**config.mk**
```make
export PLATFORM = sky130hd
export DESIGN_NAME = pipe_cpu_hazard
export DESIGN_NICKNAME = d
export VERILOG_FILES = /design/src/rtl/pipe_cpu_hazard.sv
export SDC_FILE = /design/constraint.sdc
export NUM_CORES = 1
export LEC_CHECK = 0
export ABC_CLOCK_PERIOD_IN_PS = 2900
export CORE_MARGIN = 2
export CORE_UTILIZATION = 53
export DETAILED_ROUTE_END_ITERATION = 10
export PLACE_DENSITY = 0.77
export SLEW_MARGIN = 20
export SYNTH_ARGS = -nofsm -noshare
export SYNTH_HDL_FRONTEND = slang
export SYNTH_SLANG_ARGS = --single-unit
```
**constraint.sdc**
```tcl
create_clock -name clock -period 2.9 [get_ports clock]
set_input_delay 0.58 -clock clock [delete_from_list [all_inputs] [get_ports clock]]
set_output_delay 0.58 -clock clock [all_outputs]
set_load 0.03 [all_outputs]
```
**src/rtl/pipe_cpu_hazard.sv**
```systemverilog
// pipe_cpu_hazard: 5-stage in-order core (IF/ID/EX/MEM/WB) for the 16-bit
// 4-bit-opcode ISA. It has a hazard interlock and predict-not-taken branches
// that resolve in MEM. External instruction and data memories read
// combinationally.
// Build option: define FORWARDING_EN to add EX operand forwarding. With
// forwarding, the interlock only covers load-use. Without it, the interlock
// covers every RAW hazard against ID/EX and EX/MEM.
module pipe_cpu_hazard #(
    parameter int XLEN = 16,
    parameter int NREG = 4,
    parameter int PC_W = 10,
    localparam int REG_AW = $clog2(NREG)
) (
    input  logic              clock,
    input  logic              reset,
    output logic [PC_W-1:0]   imem_addr,
    input  logic [15:0]       imem_rdata,
    output logic [XLEN-1:0]   dmem_addr,
    output logic [XLEN-1:0]   dmem_wdata,
    output logic              dmem_we,
    input  logic [XLEN-1:0]   dmem_rdata,
    output logic              wb_valid,
    output logic [REG_AW-1:0] wb_rd,
    output logic [XLEN-1:0]   wb_data,
    output logic              stall
);

    typedef enum logic [3:0] {
        OP_ADD  = 4'h0, OP_SUB  = 4'h1, OP_AND  = 4'h2, OP_OR   = 4'h3,
        OP_NOR  = 4'h4, OP_NAND = 4'h5, OP_SLT  = 4'h6, OP_ADDI = 4'h7,
        OP_LW   = 4'h8, OP_SW   = 4'h9, OP_BEQ  = 4'hA, OP_BNE  = 4'hB,
        OP_RSVC = 4'hC, OP_RSVD = 4'hD, OP_RSVE = 4'hE, OP_RSVF = 4'hF
    } opcode_t;

    logic [XLEN-1:0] regs [NREG];

    // Fetch / IF-ID
    logic [PC_W-1:0] pc;
    logic            if_id_valid;
    logic [15:0]     if_id_instr;
    logic [PC_W-1:0] if_id_pc;

    // ID-EX (dest is 0 for instructions that write no register)
    logic              id_ex_valid;
    opcode_t           id_ex_op;
    logic [REG_AW-1:0] id_ex_dest;
    logic [XLEN-1:0]   id_ex_a, id_ex_b;
    logic [7:0]        id_ex_imm8;
    logic [PC_W-1:0]   id_ex_pc;
`ifdef FORWARDING_EN
    logic [REG_AW-1:0] id_ex_rs, id_ex_rt;
`endif

    // EX-MEM
    logic              ex_mem_valid;
    opcode_t           ex_mem_op;
    logic [REG_AW-1:0] ex_mem_dest;
    logic [XLEN-1:0]   ex_mem_alu, ex_mem_sdata;
    logic              ex_mem_taken;
    logic [PC_W-1:0]   ex_mem_target;

    // MEM-WB
    logic              mem_wb_valid;
    logic [REG_AW-1:0] mem_wb_dest;
    logic [XLEN-1:0]   mem_wb_data;

    // ID decode
    opcode_t           id_op;
    logic              id_legal, id_rtype, id_use_rt;
    logic [REG_AW-1:0] id_rs, id_rt, id_rd, id_dest;
    logic [XLEN-1:0]   id_rs_val, id_rt_val;
    logic              wb_write, hazard, flush;

    // EX datapath
    logic [XLEN-1:0]   ex_a, ex_b, ex_imm, ex_alu;
    logic              ex_taken;
    logic [PC_W-1:0]   ex_target;

    assign id_op     = opcode_t'(if_id_instr[15:12]);
    assign id_rs     = if_id_instr[10 +: REG_AW];
    assign id_rt     = if_id_instr[8 +: REG_AW];
    assign id_rd     = if_id_instr[6 +: REG_AW];
    assign id_legal  = if_id_valid && (if_id_instr[15:12] <= 4'hB);
    assign id_rtype  = (if_id_instr[15:12] <= 4'h6);
    assign id_use_rt = id_legal && (id_rtype || id_op == OP_SW || id_op == OP_BEQ || id_op == OP_BNE);
    assign id_dest   = id_rtype ? id_rd :
                       (id_op == OP_ADDI || id_op == OP_LW) ? id_rt : '0;

    assign wb_write  = mem_wb_valid && (mem_wb_dest != '0);
    assign flush     = ex_mem_valid && ex_mem_taken;

    function automatic logic src_hit(input logic [REG_AW-1:0] d,
                                     input logic [REG_AW-1:0] rs,
                                     input logic [REG_AW-1:0] rt,
                                     input logic use_rs, input logic use_rt);
        return (d != '0) && ((use_rs && rs == d) || (use_rt && rt == d));
    endfunction

    // Register read with same-cycle writeback bypass; r0 always reads zero
    always_comb begin
        id_rs_val = regs[id_rs];
        id_rt_val = regs[id_rt];
        if (wb_write && mem_wb_dest == id_rs) id_rs_val = mem_wb_data;
        if (wb_write && mem_wb_dest == id_rt) id_rt_val = mem_wb_data;
        if (id_rs == '0) id_rs_val = '0;
        if (id_rt == '0) id_rt_val = '0;
    end

    // Interlock: decide whether the IF/ID instruction must wait
    always_comb begin
`ifdef FORWARDING_EN
        hazard = id_ex_valid && (id_ex_op == OP_LW) &&
                 src_hit(id_ex_dest, id_rs, id_rt, id_legal, id_use_rt);
`else
        hazard = (id_ex_valid && src_hit(id_ex_dest, id_rs, id_rt, id_legal, id_use_rt)) ||
                 (ex_mem_valid && src_hit(ex_mem_dest, id_rs, id_rt, id_legal, id_use_rt));
`endif
    end

    // A taken branch squashes everything younger, so it overrides the interlock
    assign stall = hazard && !flush;

    // EX operand selection
    always_comb begin
        ex_a = id_ex_a;
        ex_b = id_ex_b;
`ifdef FORWARDING_EN
        if (ex_mem_valid && ex_mem_dest != '0 && ex_mem_op != OP_LW && ex_mem_dest == id_ex_rs)
            ex_a = ex_mem_alu;
        else if (wb_write && mem_wb_dest == id_ex_rs)
            ex_a = mem_wb_data;
        if (ex_mem_valid && ex_mem_dest != '0 && ex_mem_op != OP_LW && ex_mem_dest == id_ex_rt)
            ex_b = ex_mem_alu;
        else if (wb_write && mem_wb_dest == id_ex_rt)
            ex_b = mem_wb_data;
`endif
    end

    // ALU, branch compare and branch target
    always_comb begin
        ex_imm    = XLEN'($signed(id_ex_imm8));
        ex_target = id_ex_pc + PC_W'(1) + PC_W'($signed(id_ex_imm8));
        ex_taken  = 1'b0;
        ex_alu    = '0;
        case (id_ex_op)
            OP_ADD:  ex_alu = ex_a + ex_b;
            OP_SUB:  ex_alu = ex_a - ex_b;
            OP_AND:  ex_alu = ex_a & ex_b;
            OP_OR:   ex_alu = ex_a | ex_b;
            OP_NOR:  ex_alu = ~(ex_a | ex_b);
            OP_NAND: ex_alu = ~(ex_a & ex_b);
            OP_SLT:  ex_alu = XLEN'($signed(ex_a) < $signed(ex_b));
            OP_ADDI, OP_LW, OP_SW: ex_alu = ex_a + ex_imm;
            OP_BEQ:  ex_taken = (ex_a == ex_b);
            OP_BNE:  ex_taken = (ex_a != ex_b);
            default: ex_alu = '0;
        endcase
    end

    // PC and IF/ID: redirect on flush, hold on stall, otherwise advance
    always_ff @(posedge clock) begin
        if (reset) begin
            pc          <= '0;
            if_id_valid <= 1'b0;
            if_id_instr <= '0;
            if_id_pc    <= '0;
        end else if (flush) begin
            pc          <= ex_mem_target;
            if_id_valid <= 1'b0;
        end else if (!hazard) begin
            pc          <= pc + PC_W'(1);
            if_id_valid <= 1'b1;
            if_id_instr <= imem_rdata;
            if_id_pc    <= pc;
        end
    end

    // ID/EX: bubble on flush, stall or reserved opcode
    always_ff @(posedge clock) begin
        if (reset || flush || hazard || !id_legal) begin
            id_ex_valid <= 1'b0;
            id_ex_op    <= OP_ADD;
            id_ex_dest  <= '0;
        end else begin
            id_ex_valid <= 1'b1;
            id_ex_op    <= id_op;
            id_ex_dest  <= id_dest;
        end
        id_ex_a    <= id_rs_val;
        id_ex_b    <= id_rt_val;
        id_ex_imm8 <= if_id_instr[7:0];
        id_ex_pc   <= if_id_pc;
`ifdef FORWARDING_EN
        id_ex_rs   <= id_rs;
        id_ex_rt   <= id_rt;
`endif
    end

    // EX/MEM: the instruction behind a taken branch becomes a bubble
    always_ff @(posedge clock) begin
        if (reset || flush) begin
            ex_mem_valid <= 1'b0;
            ex_mem_op    <= OP_ADD;
            ex_mem_dest  <= '0;
            ex_mem_taken <= 1'b0;
        end else begin
            ex_mem_valid <= id_ex_valid;
            ex_mem_op    <= id_ex_op;
            ex_mem_dest  <= id_ex_valid ? id_ex_dest : '0;
            ex_mem_taken <= id_ex_valid && ex_taken;
        end
        ex_mem_alu    <= ex_alu;
        ex_mem_sdata  <= ex_b;
        ex_mem_target <= ex_target;
    end

    // MEM/WB: pick load data or ALU result; non-writers retire with rd=0, data=0
    always_ff @(posedge clock) begin
        if (reset) begin
            mem_wb_valid <= 1'b0;
            mem_wb_dest  <= '0;
            mem_wb_data  <= '0;
        end else begin
            mem_wb_valid <= ex_mem_valid;
            mem_wb_dest  <= ex_mem_valid ? ex_mem_dest : '0;
            if (ex_mem_valid && ex_mem_op == OP_LW)
                mem_wb_data <= dmem_rdata;
            else if (ex_mem_valid && (ex_mem_op == OP_ADDI || ex_mem_op <= OP_SLT))
                mem_wb_data <= ex_mem_alu;
            else
                mem_wb_data <= '0;
        end
    end

    // Register file write from WB; r0 is never written
    always_ff @(posedge clock) begin
        if (reset) begin
            for (int unsigned i = 0; i < NREG; i++) regs[i] <= '0;
        end else if (wb_write) begin
            regs[mem_wb_dest] <= mem_wb_data;
        end
    end

    assign imem_addr  = pc;
    assign dmem_addr  = ex_mem_alu;
    assign dmem_wdata = ex_mem_sdata;
    // Branches resolve in MEM, so no older instruction can still be flushing a store here
    assign dmem_we    = ex_mem_valid && (ex_mem_op == OP_SW);
    assign wb_valid   = mem_wb_valid;
    assign wb_rd      = mem_wb_dest;
    assign wb_data    = mem_wb_data;

endmodule

```
==> results <==
- The run finished with clean final reports.
- At the end of the flow the core is filled with cells to 0.654.
- The clock root buffer is sky130_fd_sc_hd__clkbuf_16.
- Summed over all nets, the switching power comes to between 2 and 2.5 mW.
- After synthesis, the share of cell area in mux cells is 0.112.
- 97 I/O pins were placed.
- The number of levels the H-tree was split into is 1.
- The region available for standard cell placement spans 21700 sq um.
- The via count of the first global-routing pass was 8983.
- The average cell area after synthesis is slightly above 10 sq um.
- During synthesis, Yosys emitted a total of 0 warnings.
- The number of antenna-violating nets in the routed design is 0.
- Dividing the final minimum period by the clock period gives 0.987.
- The signal on the critical path passes through and4b_2 -> nor2_4 -> buf_4 -> mux2_4 -> ha_4 -> nor2b_4 -> o31ai_4 -> a21oi_2 -> a221o_1 -> a211oi_2 -> xor2_1 -> o221ai_1.
- The sequential cell area fraction in the yosys report is 0.454.
- The relative contribution of sequential cells to total power is 0.447.
- The post-synthesis cell type count is 66.
- Of the total power, combinational logic draws 0.185.
- The worst clock skew is a little over 0.006 ns.
- The fraction of synthesis flops using an asynchronous set or reset pin is 0.
- Setup repair after global routing could not meet its margin everywhere.
- The critical path data required time is between 3 and 4 ns.
- The remaining design rule violation count is 0.
- For the worst setup path, the data arrival time is 3.26 ns.
- The antenna diode instance count is 0.
- The fraction of power consumed by the clock network is 0.368.
- Dividing the detail-routed wire length by the instance count gives roughly 19 um.
- The simple logic cell fraction of the synthesized area is 0.145.
- The post-placement cell area is 13200 sq um.
- On the final layout, the worst hold slack is approximately 0.35 ns.
- The power density over cell area is 589 nW/um^2.
- The dominant combinational cell family by area after synthesis is simple AND/OR/NAND/NOR gates.
- For this configuration, the core starts out at a cell density of 0.535.
- The main flop type after synthesis is sky130_fd_sc_hd__dfxtp_1.
- For the final routed database, the setup TNS stands at 0 ns.
- In this run, the number of DRC markers left after iteration 0 of detailed routing was 639.
- The average vias per placed instance is 5.64.
- The highest cell delay on the worst timing path is 0.35 ns.
- Input and output buffers added on the ports amount to 96.
- The number of enable-type register cells in the synthesized netlist is 64.
- Across the VDD grid, the largest voltage drop is 410 uV.
- Counting the buffers created by CTS gives 24.
- In this run, post-CTS hold repair placed 0 buffers.
- Cell internal power was estimated by the tool at 6.04 mW.
- The area share of the leading cell type in the synthesized netlist is 0.288.
- The cell with the largest stage delay on the worst path is sky130_fd_sc_hd__dfxtp_2.
- In the final layout, the share of cells above drive strength 1 is 0.147.
- Routability-driven placement finished with a final weighted congestion of 0.911.
- The post-synthesis compound-gate area fraction is 0.118.
- The post-synth design cell area is approximately 12000 sq um.
- In the post-synthesis netlist, the biggest area contributors are sky130_fd_sc_hd__dfxtp_1, sky130_fd_sc_hd__edfxtp_1, sky130_fd_sc_hd__ha_1.
- The routed layout has 8847 vias.
- The overall die width is 152 um.
- Max-cap violations in this run came to 0.
- Across every metal layer, demand over resource in global routing totals 0.255.
- The gate count of the mapped netlist is 1125.
- The first global-routing pass estimated 47200 um of wire.
- The area of all placed cells without fillers is 14200 sq um.
- The maximum number of pins on one net before global-route repair is 55.
- Of the total power, the share spent switching nets is 0.278.
- In this run the core area contains 54 standard-cell rows.
- The largest total area in the synthesized netlist belongs to sky130_fd_sc_hd__dfxtp_1.
- The headroom to the max-slew limit is 0.369.
- The area share of xor/xnor cells in the synthesized design is 0.0392.
- Of all nets on the critical path, the largest fanout is 5.
- The global route total overflow is 0.
- The sink count of the clock tree is 231.
- The number of endpoints failing setup at the final stage is 0.
- The flip-flop and latch count after synthesis is 231.
- The clock passes through at most 3 buffers.
- By startpoint and endpoint, the worst setup path is classified as reg2reg.
- The highest attainable clock frequency is 0.350 GHz.
- STA classifies the critical path endpoint as a flip-flop.
- The final-layout fill cell count is about 1700.
- After clock tree synthesis, the clock-pin slew on the worst setup and hold paths is 0.06 ns.
- The die covers between 20000 and 25000 sq um.
- The clock period minus worst slack is roughly 2.9 ns.
- The worst min-delay path class is reg2reg.
- For this design the static power due to leakage is between 6 and 7 nW.
- STA classifies the critical path startpoint as a flip-flop.
- The transition time at the pin with the least slew margin is approximately 0.94 ns.
- For the worst-skew pair, the clock arrives at the later sink with an insertion delay of 0.52 ns.
- The smallest setup slack after layout is 0.0390 ns.
- Compared with the post-synthesis result, the final layout area differs by 22.2%.
- The number of hold-slack violations in the final timing report is 0.
- The max-slew violation count was 0.
- The number of antenna violations at the first check in global routing is 0.
- The number of iterations in the first detailed-routing pass is 5.
- The net total in the final layout is 1387.
- TritonCTS built the clock tree.
- Before CTS, the worst setup slack after placement is -0.181 ns.
- The y dimension of the die is roughly 150 um.
- The wire-length estimate of the detail-placed layout is 21300 um.
- Of the total synthesized cell area, the portion taken by full adders, half adders and majority gates is 0.0892.
- The final wirelength is roughly 30000 um.
-- final cells by class --
type / count / area [sq um] / area share
Sequential cell: 231 / 5270 / 0.371
Inverter: 69 / 259 / 0.0183
Multi-Input combinational cell: 784 / 6050 / 0.426
Timing Repair Buffer: 162 / 1470 / 0.103
Tap cell: 280 / 350 / 0.0247
Clock inverter: 8 / 77.6 / 0.00547
Clock buffer: 35 / 713 / 0.0503
-- worst paths after layout --
| path | from | to | slack, ns | cells past startpoint |
|---|---|---|---|---|
| min | if_id_pc[6]$_SDFFE_PP0P_ | id_ex_pc[6]$_DFF_P_ | 0.35 | 0 |
| min reg2reg | if_id_pc[6]$_SDFFE_PP0P_ | id_ex_pc[6]$_DFF_P_ | 0.35 | 0 |
| max reg2reg | id_ex_op[1]$_SDFF_PN0_ | dmem_addr[12]$_DFF_P_ | 0.04 | 12 |
| max | id_ex_op[1]$_SDFF_PN0_ | dmem_addr[12]$_DFF_P_ | 0.04 | 12 |
-- routing by layer --
| metal | vias to the layer above | GRT usage | part of all wire |
|---|---|---|---|
| met5 | - | 0 | 0 |
| met4 | 0 | 0.0895 | 0.036 |
| met3 | 77 | 0.0325 | 0.054 |
| met2 | 310 | 0.444 | 0.49 |
| met1 | 4226 | 0.327 | 0.42 |
| li1 | 4234 | - | - |
-- flip-flops by register name, summed over array words and instances, names as in the netlist, 2 cells and up, named ones only --
name	count
id_ex_dest	2
dmem_wdata	16
ex_b	16
ex_mem_op	4
id_ex_pc	10
id_ex_op	4
ex_a	16
dmem_addr	16
id_ex_imm8	8
wb_rd	2
ex_mem_dest	2
wb_data	16
regs	64
if_id_instr	16
if_id_pc	10
ex_mem_target	10
imem_addr	10
-- timing repair --
item | in CTS | in global routing
gates cloned | 0 | 0
pin swaps | 8 | 6
setup endpoints to repair | 9 | 10
setup buffers | 2 | 4
resized for setup | 13 | 15
-- layout by cell type (no fill, tap or decap), types with 13 or more instances in the layout --
| master | instances |
|---|---|
| sky130_fd_sc_hd__a211oi_1 | 13 |
| sky130_fd_sc_hd__a21o_1 | 17 |
| sky130_fd_sc_hd__a21oi_1 | 64 |
| sky130_fd_sc_hd__a22oi_1 | 35 |
| sky130_fd_sc_hd__and2_1 | 59 |
| sky130_fd_sc_hd__buf_4 | 64 |
| sky130_fd_sc_hd__clkbuf_16 | 25 |
| sky130_fd_sc_hd__clkdlybuf4s50_1 | 93 |
| sky130_fd_sc_hd__conb_1 | 16 |
| sky130_fd_sc_hd__dfxtp_1 | 162 |
| sky130_fd_sc_hd__edfxtp_1 | 64 |
| sky130_fd_sc_hd__ha_1 | 74 |
| sky130_fd_sc_hd__inv_1 | 68 |
| sky130_fd_sc_hd__mux2i_1 | 51 |
| sky130_fd_sc_hd__mux4_2 | 32 |
| sky130_fd_sc_hd__nand2_1 | 85 |
| sky130_fd_sc_hd__nor2_1 | 114 |
| sky130_fd_sc_hd__nor2b_1 | 14 |
| sky130_fd_sc_hd__o21ai_0 | 14 |
| sky130_fd_sc_hd__xnor2_1 | 23 |
| sky130_fd_sc_hd__xor2_1 | 29 |
-- cell usage after synthesis (3+ instances only) --
cell type and instances:
sky130_fd_sc_hd__xnor2_1 23, sky130_fd_sc_hd__or2_2 4, sky130_fd_sc_hd__and4_1 4, sky130_fd_sc_hd__buf_1 6, sky130_fd_sc_hd__mux2_2 6, sky130_fd_sc_hd__nand3_1 9
sky130_fd_sc_hd__or3_1 4, sky130_fd_sc_hd__clkbuf_1 33, sky130_fd_sc_hd__mux4_2 32, sky130_fd_sc_hd__nor3b_1 4, sky130_fd_sc_hd__a21o_1 18, sky130_fd_sc_hd__nor2b_1 15
sky130_fd_sc_hd__a22oi_1 35, sky130_fd_sc_hd__buf_2 14, sky130_fd_sc_hd__and2_1 59, sky130_fd_sc_hd__nor4_1 5, sky130_fd_sc_hd__nand2_1 85, sky130_fd_sc_hd__and3_1 7
sky130_fd_sc_hd__nand2b_1 9, sky130_fd_sc_hd__inv_1 69, sky130_fd_sc_hd__o21ai_0 19, sky130_fd_sc_hd__a211oi_1 14, sky130_fd_sc_hd__a211o_1 3, sky130_fd_sc_hd__ha_1 78
sky130_fd_sc_hd__o21bai_1 3, sky130_fd_sc_hd__fa_1 3, sky130_fd_sc_hd__a31oi_1 4, sky130_fd_sc_hd__nand4_1 3, sky130_fd_sc_hd__mux2i_1 51, sky130_fd_sc_hd__buf_4 3
sky130_fd_sc_hd__o21a_1 4, sky130_fd_sc_hd__a21oi_1 66, sky130_fd_sc_hd__a221o_1 3, sky130_fd_sc_hd__nor3_1 8, sky130_fd_sc_hd__nor2_1 115, sky130_fd_sc_hd__xor2_1 29
sky130_fd_sc_hd__o221ai_1 10, sky130_fd_sc_hd__dfxtp_1 167, sky130_fd_sc_hd__edfxtp_1 64
-- per-stage QoR --
| stage | total power, mW | instances |
|---|---|---|
| 2_1_floorplan | 4.72 | 1140 |
| 3_3_place_gp | 5.28 | 1520 |
| 3_5_place_dp | 5.31 | 1520 |
| 4_1_cts | 8.36 | 1565 |
| 5_1_grt | 8.66 | 1569 |
| 6_report | 8.36 | 1569 |
-- logic make-up (layout without fill, tap and decap cells) --
group / count (synthesis) / count (layout)
buf+inv: 125 / 274
flops: 231 / 231
xor+xnor: 52 / 52
compound gates: 203 / 203
mux: 89 / 89
fa+ha+maj: 81 / 81
other cells: 1 / 16
simple gates: 343 / 343
-- power by group through the flow --
stage | sequential, mW | combinational (mW) | clock [mW]
after detailed placement | 3.80 | 1.51 | 0
after global placement | 3.79 | 1.49 | 0
after floorplan | 3.87 | 0.854 | 0
final | 3.74 | 1.55 | 3.08
after global routing | 3.76 | 1.68 | 3.23
after CTS | 3.73 | 1.53 | 3.10
-- critical path: cells and delay by family, from the launching register on --
| kind | cells | cell delay (ns) |
|---|---|---|
| AOI/OAI and AO/OA | 5 | 0.97 |
| and+or+nand+nor | 3 | 0.59 |
| DFF | 1 | 0.35 |
| muxes | 1 | 0.31 |
| adders and majority gates | 1 | 0.22 |
| xor gates and xnor gates | 1 | 0.16 |
| buffers and inverters | 1 | 0.15 |
Power figures use the tool's default switching activity.
